## config.mk

```make
export PLATFORM = sky130hd
export DESIGN_NAME = mem_arbiter
export DESIGN_NICKNAME = d
export VERILOG_FILES = /design/src/rtl/mem_arbiter.sv
export SDC_FILE = /design/constraint.sdc
export NUM_CORES = 1
export LEC_CHECK = 0
export ABC_AREA = 1
export CAP_MARGIN = 20
export CELL_PAD_IN_SITES_DETAIL_PLACEMENT = 0
export CELL_PAD_IN_SITES_GLOBAL_PLACEMENT = 1
export CORE_AREA = 2 2 333 335
export DETAILED_ROUTE_END_ITERATION = 12
export DIE_AREA = 0 0 335 337
export PLACE_DENSITY_LB_ADDON = 0.08
export REMOVE_ABC_BUFFERS = 1
export SYNTH_ARGS = -nofsm -noshare
export SYNTH_HDL_FRONTEND = slang
export SYNTH_SLANG_ARGS = --single-unit
```

## constraint.sdc

```tcl
create_clock -name clk -period 1.22 [get_ports clk]
set_input_delay 0.122 -clock clk [delete_from_list [all_inputs] [get_ports clk]]
set_output_delay 0.122 -clock clk [all_outputs]
set_load 0.05 [all_outputs]
```

## src/rtl/mem_arbiter.sv

```systemverilog
// ---------------------------------------------------------------------------
// mem_arbiter
//
// Shares one external memory / L2 block port between the instruction cache
// (port I) and the data cache (port D). One 128-bit block transaction is in
// flight at a time. Contention is resolved round-robin. The winner's request
// is latched, driven to memory until mem_ready, and answered with a
// registered single-cycle ready pulse plus held read data.
//
// Ports
//   clk, proc_reset             system clock, synchronous active-high reset
//   i_read/i_write/i_addr/i_wdata   I-port request (level, held until i_ready)
//   i_rdata, i_ready            I-port read data (held) and completion pulse
//   d_*                         same set for port D
//   mem_read/mem_write          memory strobes
//   mem_addr/mem_wdata          memory block address and write data
//   mem_rdata, mem_ready        memory read data and one-cycle completion
//
// State table
//   state | meaning
//   IDLE  | no transaction; arbitrate between pending requests
//   BUSY  | latched transaction driven to memory, waiting for mem_ready
//   DONE  | winner's ready pulse is high; requests ignored this cycle
// ---------------------------------------------------------------------------
module mem_arbiter #(
   parameter int ADDR_W      = 28,
   parameter int DATA_W      = 128,
   parameter int FIRST_GRANT = 0
) (
   input  logic              clk,
   input  logic              proc_reset,

   input  logic              i_read,
   input  logic              i_write,
   input  logic [ADDR_W-1:0] i_addr,
   input  logic [DATA_W-1:0] i_wdata,
   output logic [DATA_W-1:0] i_rdata,
   output logic              i_ready,

   input  logic              d_read,
   input  logic              d_write,
   input  logic [ADDR_W-1:0] d_addr,
   input  logic [DATA_W-1:0] d_wdata,
   output logic [DATA_W-1:0] d_rdata,
   output logic              d_ready,

   output logic              mem_read,
   output logic              mem_write,
   output logic [ADDR_W-1:0] mem_addr,
   output logic [DATA_W-1:0] mem_wdata,
   input  logic [DATA_W-1:0] mem_rdata,
   input  logic              mem_ready
);

   typedef enum logic [1:0] {
      IDLE = 2'd0,
      BUSY = 2'd1,
      DONE = 2'd2
   } state_t;

   // 1 = port D favoured on the first contention after reset
   localparam logic LP_FIRST_D = (FIRST_GRANT != 0);

   state_t            r_state;
   logic              r_last_grant;   // 0 = I, 1 = D
   logic              r_win_d;        // winner of the transaction in flight
   logic              r_op_wr;        // latched op: 1 = write, 0 = read
   logic [ADDR_W-1:0] r_addr;
   logic [DATA_W-1:0] r_wdata;

   logic              r_mem_read;
   logic              r_mem_write;
   logic [ADDR_W-1:0] r_mem_addr;
   logic [DATA_W-1:0] r_mem_wdata;
   logic [DATA_W-1:0] r_i_rdata;
   logic [DATA_W-1:0] r_d_rdata;
   logic              r_i_ready;
   logic              r_d_ready;

   logic              w_i_req;
   logic              w_d_req;
   logic              w_grant_d;
   logic              w_sel_wr;
   logic [ADDR_W-1:0] w_sel_addr;
   logic [DATA_W-1:0] w_sel_wdata;

   assign w_i_req = i_read | i_write;
   assign w_d_req = d_read | d_write;

   // Under contention the port that did not win last time goes next.
   always_comb begin
      w_grant_d = 1'b0;
      if (w_i_req && w_d_req) begin
         w_grant_d = ~r_last_grant;
      end else begin
         w_grant_d = w_d_req;
      end
   end

   // Write dominates when a port raises read and write together.
   always_comb begin
      w_sel_wr    = i_write;
      w_sel_addr  = i_addr;
      w_sel_wdata = i_wdata;
      if (w_grant_d) begin
         w_sel_wr    = d_write;
         w_sel_addr  = d_addr;
         w_sel_wdata = d_wdata;
      end
   end

   always_ff @(posedge clk) begin
      if (proc_reset) begin
         r_state      <= IDLE;
         r_last_grant <= ~LP_FIRST_D;
         r_win_d      <= 1'b0;
         r_op_wr      <= 1'b0;
         r_addr       <= '0;
         r_wdata      <= '0;
         r_mem_read   <= 1'b0;
         r_mem_write  <= 1'b0;
         r_mem_addr   <= '0;
         r_mem_wdata  <= '0;
         r_i_rdata    <= '0;
         r_d_rdata    <= '0;
         r_i_ready    <= 1'b0;
         r_d_ready    <= 1'b0;
      end else begin
         r_i_ready <= 1'b0;
         r_d_ready <= 1'b0;

         case (r_state)
            IDLE: begin
               if (w_i_req || w_d_req) begin
                  r_win_d      <= w_grant_d;
                  r_last_grant <= w_grant_d;
                  r_op_wr      <= w_sel_wr;
                  r_addr       <= w_sel_addr;
                  r_wdata      <= w_sel_wdata;
                  r_mem_read   <= ~w_sel_wr;
                  r_mem_write  <= w_sel_wr;
                  r_mem_addr   <= w_sel_addr;
                  r_mem_wdata  <= w_sel_wdata;
                  r_state      <= BUSY;
               end
            end

            BUSY: begin
               if (mem_ready) begin
                  r_mem_read  <= 1'b0;
                  r_mem_write <= 1'b0;
                  r_mem_addr  <= '0;
                  r_mem_wdata <= '0;
                  if (!r_op_wr) begin
                     if (r_win_d) begin
                        r_d_rdata <= mem_rdata;
                     end else begin
                        r_i_rdata <= mem_rdata;
                     end
                  end
                  if (r_win_d) begin
                     r_d_ready <= 1'b1;
                  end else begin
                     r_i_ready <= 1'b1;
                  end
                  r_state <= DONE;
               end else begin
                  // Memory sees the latched transaction, never the live inputs.
                  r_mem_read  <= ~r_op_wr;
                  r_mem_write <= r_op_wr;
                  r_mem_addr  <= r_addr;
                  r_mem_wdata <= r_wdata;
               end
            end

            // Caches still hold their strobe while ready is high, so no
            // arbitration here or the same request would be granted twice.
            DONE: begin
               r_state <= IDLE;
            end

            default: begin
               r_state <= IDLE;
            end
         endcase
      end
   end

   assign mem_read  = r_mem_read;
   assign mem_write = r_mem_write;
   assign mem_addr  = r_mem_addr;
   assign mem_wdata = r_mem_wdata;
   assign i_rdata   = r_i_rdata;
   assign d_rdata   = r_d_rdata;
   assign i_ready   = r_i_ready;
   assign d_ready   = r_d_ready;

endmodule

```

==> impl_results.md <==
* Status: finished with violations
* Failing checks: setup timing
* Share of cells above drive strength 1 at around a fifth
* Max Cap Violations at 0
* Synthesized instance count at 3873
* WP data arrival at ~2.1 ns
* Util after Layout at 43.2%
* YS warnings at 0
* Largest cells by area after synthesis: dfxtp_1 (44%), o21ai_0 (9.9%), inv_1 (9.0%)
* CP required at about 1.7 ns
* CTS buffer count at 75
* Pre-Repair DR Iteration Count at 5
* Netlist cell types at 23
* Count of final max-slew check failures at 0
* Antenna-violating nets left at 0
* Yosys top cell by area: dfxtp_1
* Skew-Pair Late Insertion Delay at between 0.6 and 0.7 ns
* Setup crit start kind: register
* Placed Instance Area at about 42000 um2
* Pwr dens at 1440 nW/um2
* Initial antenna violation count at 27
* Initial core utilization at about a quarter
* Static leakage at approximately 21 nW
* DRT Wirelength at between 100000 and 150000 um
* Core Rows at between 100 and 150
* CTS tree: done
* Crit Path Max Fanout at 8
* Worst hold path type: input pin to register
* Min cycle time layout at approximately 1.6 ns
* Crit end category: register
* Overall power at between 60 and 70 mW
* RSZ-0062 raised after global routing: yes
* Die area at ~110000 um2
* HPWL after DPL at around 90000 um
* Most frequent cells in the layout: inv_1 (633), dfxtp_1 (574), nor2_1 (514)
* Final Hold Fails at 0
* Core box area at ~110000 um2
* Area Overhead vs Synth at 79.2%
* Relative slew slack at around 77%
* Chip height at about 340 um
* Met2 wire length at around 63000 um
* Largest net degree at the start of global routing at between 50 and 60
* Uppermost layer routed: met5
* Syn_area_per_cell at 6.82 um2
* Fmax at roughly 620 MHz
* Chip Width at 335 um
* Port Buf Inserts at between 800 and 900
* H-tree lvl count at 3
* Syn Std Cell Area at between 20000 and 30000 um2
* Vias in the first global route at roughly 27000
* Crit Path Class: register to register
* Routability cong. at approximately 0.80
* DR WL/cell at around 20 um
* GRT Residual Overflow at 0
* Clk buf depth at 3
* Final setup violation count at just under 1000
* M1 wire length at 53300 um
* First-pass GRT wire length at ~180000 um
* Total Routing Usage GR at 20.9%
* # DRC at 0
* Ports at 863
* Commonest non-fill, non-tap cell in the layout: inv_1
* Fin area at 47300 um2
* Share of Yosys cell area claimed by the top area cell type at a little over two fifths
* Via Count at around 28000
* Worst reg2reg setup slack at -0.39 ns
* Vias per inst at ~4.5
* Clock-pin slew on the worst setup and hold paths at roughly 0.060 ns
* Setup TNS at -189.70 ns
* Setup WS post-layout at -0.391 ns
* First DRT Iteration DRCs at approximately 1400
* Period utilization at 132%
* Number of nets in the layout at 5246
* Sequential share of the synthesized area at between 40% and 50%
* Skew final at approximately 0.020 ns
* Fillcell total at about 11000
* Metal3 WL at 8180 um
* VDD IR-drop max at approximately 0.96 mV
* #FFs+latches synth at 577
* Place WS at -0.854 ns
* CTS root buffer: clkbuf_16
* Worst slew pin tran at about 0.34 ns
* Clock sink count at ~580
[synth_stat cells]
cell / n
buf_4: 8
o21ai_2: 1
inv_1: 635
clkinv_1: 1
a21oi_1: 317
nand3_2: 2
o21a_1: 157
o21ai_1: 206
inv_2: 2
buf_6: 25
buf_2: 105
clkbuf_1: 127
dfxtp_1: 577
nand2_2: 2
nor4_1: 2
nor3_1: 1
buf_1: 26
nand2_1: 478
inv_4: 1
nor2_4: 2
nor2_1: 515
nand3_1: 162
o21ai_0: 521
[where the power goes]
group / internal, mW / switching, mW
logic: 11.0 / 12.3
registers: 20.8 / 1.67
clock network: 13.5 / 8.88
total: 45.4 / 22.8
[through the flow]
| stage | std cells | hold WS (ns) |
|---|---|---|
| floorplan | 3582 | 0.191 |
| global placement | 6069 | 0.511 |
| detailed placement | 6069 | 0.514 |
| CTS | 6225 | 0.0699 |
| global route | 6284 | 0.0985 |
| finish | 6286 | 0.133 |
[area by class of cell]
| cell class | instances | area, um2 | share of cell area [%] |
|---|---|---|---|
| Timing Repair Buffer | 1139 | 17300 | 36.6 |
| Multi-Input combinational cell | 2367 | 11800 | 24.9 |
| Sequential cell | 577 | 11600 | 24.4 |
| Inverter | 639 | 2430 | 5.13 |
| Clock buffer | 117 | 2340 | 4.95 |
| Tap cell | 1426 | 1780 | 3.77 |
| Clock inverter | 13 | 121 | 0.256 |
| Antenna cell | 8 | 20.0 | 0.0423 |
[what timing repair did]
item,CTS,global route
buffers inserted,9,14
endpoints found under the hold margin,4,0
gates resized for setup,174,322
hold buffers,1,0
cloned,16,42
pin swaps,14,55
endpoints found under the setup margin,990,990
[worst max-delay path, cell delays in order, from the launching register on]
cell and delay [ns]:
dfxtp_4 0.38, o21ai_4 0.11, nand2_8 0.13, buf_12 0.19, clkbuf_16 0.20, clkbuf_16 0.17, nand2_1 0.05, o21ai_0 0.08
o21ai_1 0.12, inv_1 0.05
[metal layers]
layer	vias to the layer above	global-route usage, %
met5	-	0
met3	168	5.48
met2	743	36.8
met1	12900	24.9
met4	26	6.25
li1	14100	-
[path summary, 6_finish.rpt]
check	start	depth (start not counted)	end
max	r_last_grant	9	r_wdata[95]
min	mem_rdata[1]	3	i_rdata[1]
max reg2reg	r_last_grant	9	r_wdata[95]
min reg2reg	d_rdata[99]	2	d_rdata[99]
[state kept, by name (all words and copies together) (netlist names)]
| register | flops |
|---|---|
| r_wdata | 128 |
| mem_wdata | 128 |
| mem_read | 1 |
| r_last_grant | 1 |
| r_win_d | 1 |
| r_op_wr | 1 |
| i_ready | 1 |
| r_state | 2 |
| i_rdata | 128 |
| d_ready | 1 |
| r_addr | 28 |
| mem_write | 1 |
| mem_addr | 28 |
| d_rdata | 128 |
[logic make-up (layout without fill, tap and decap cells)]
kind of cell,Yosys count,after routing,share of synthesized area (%)
AO/OA/AOI/OAI,1202,1202,24.3
buffers and inverters,930,1908,14.5
flip-flops,577,577,43.7
other,0,8,0
AND/OR/NAND/NOR,1164,1165,17.5
Note: power is estimated with default switching activity, not from simulation.
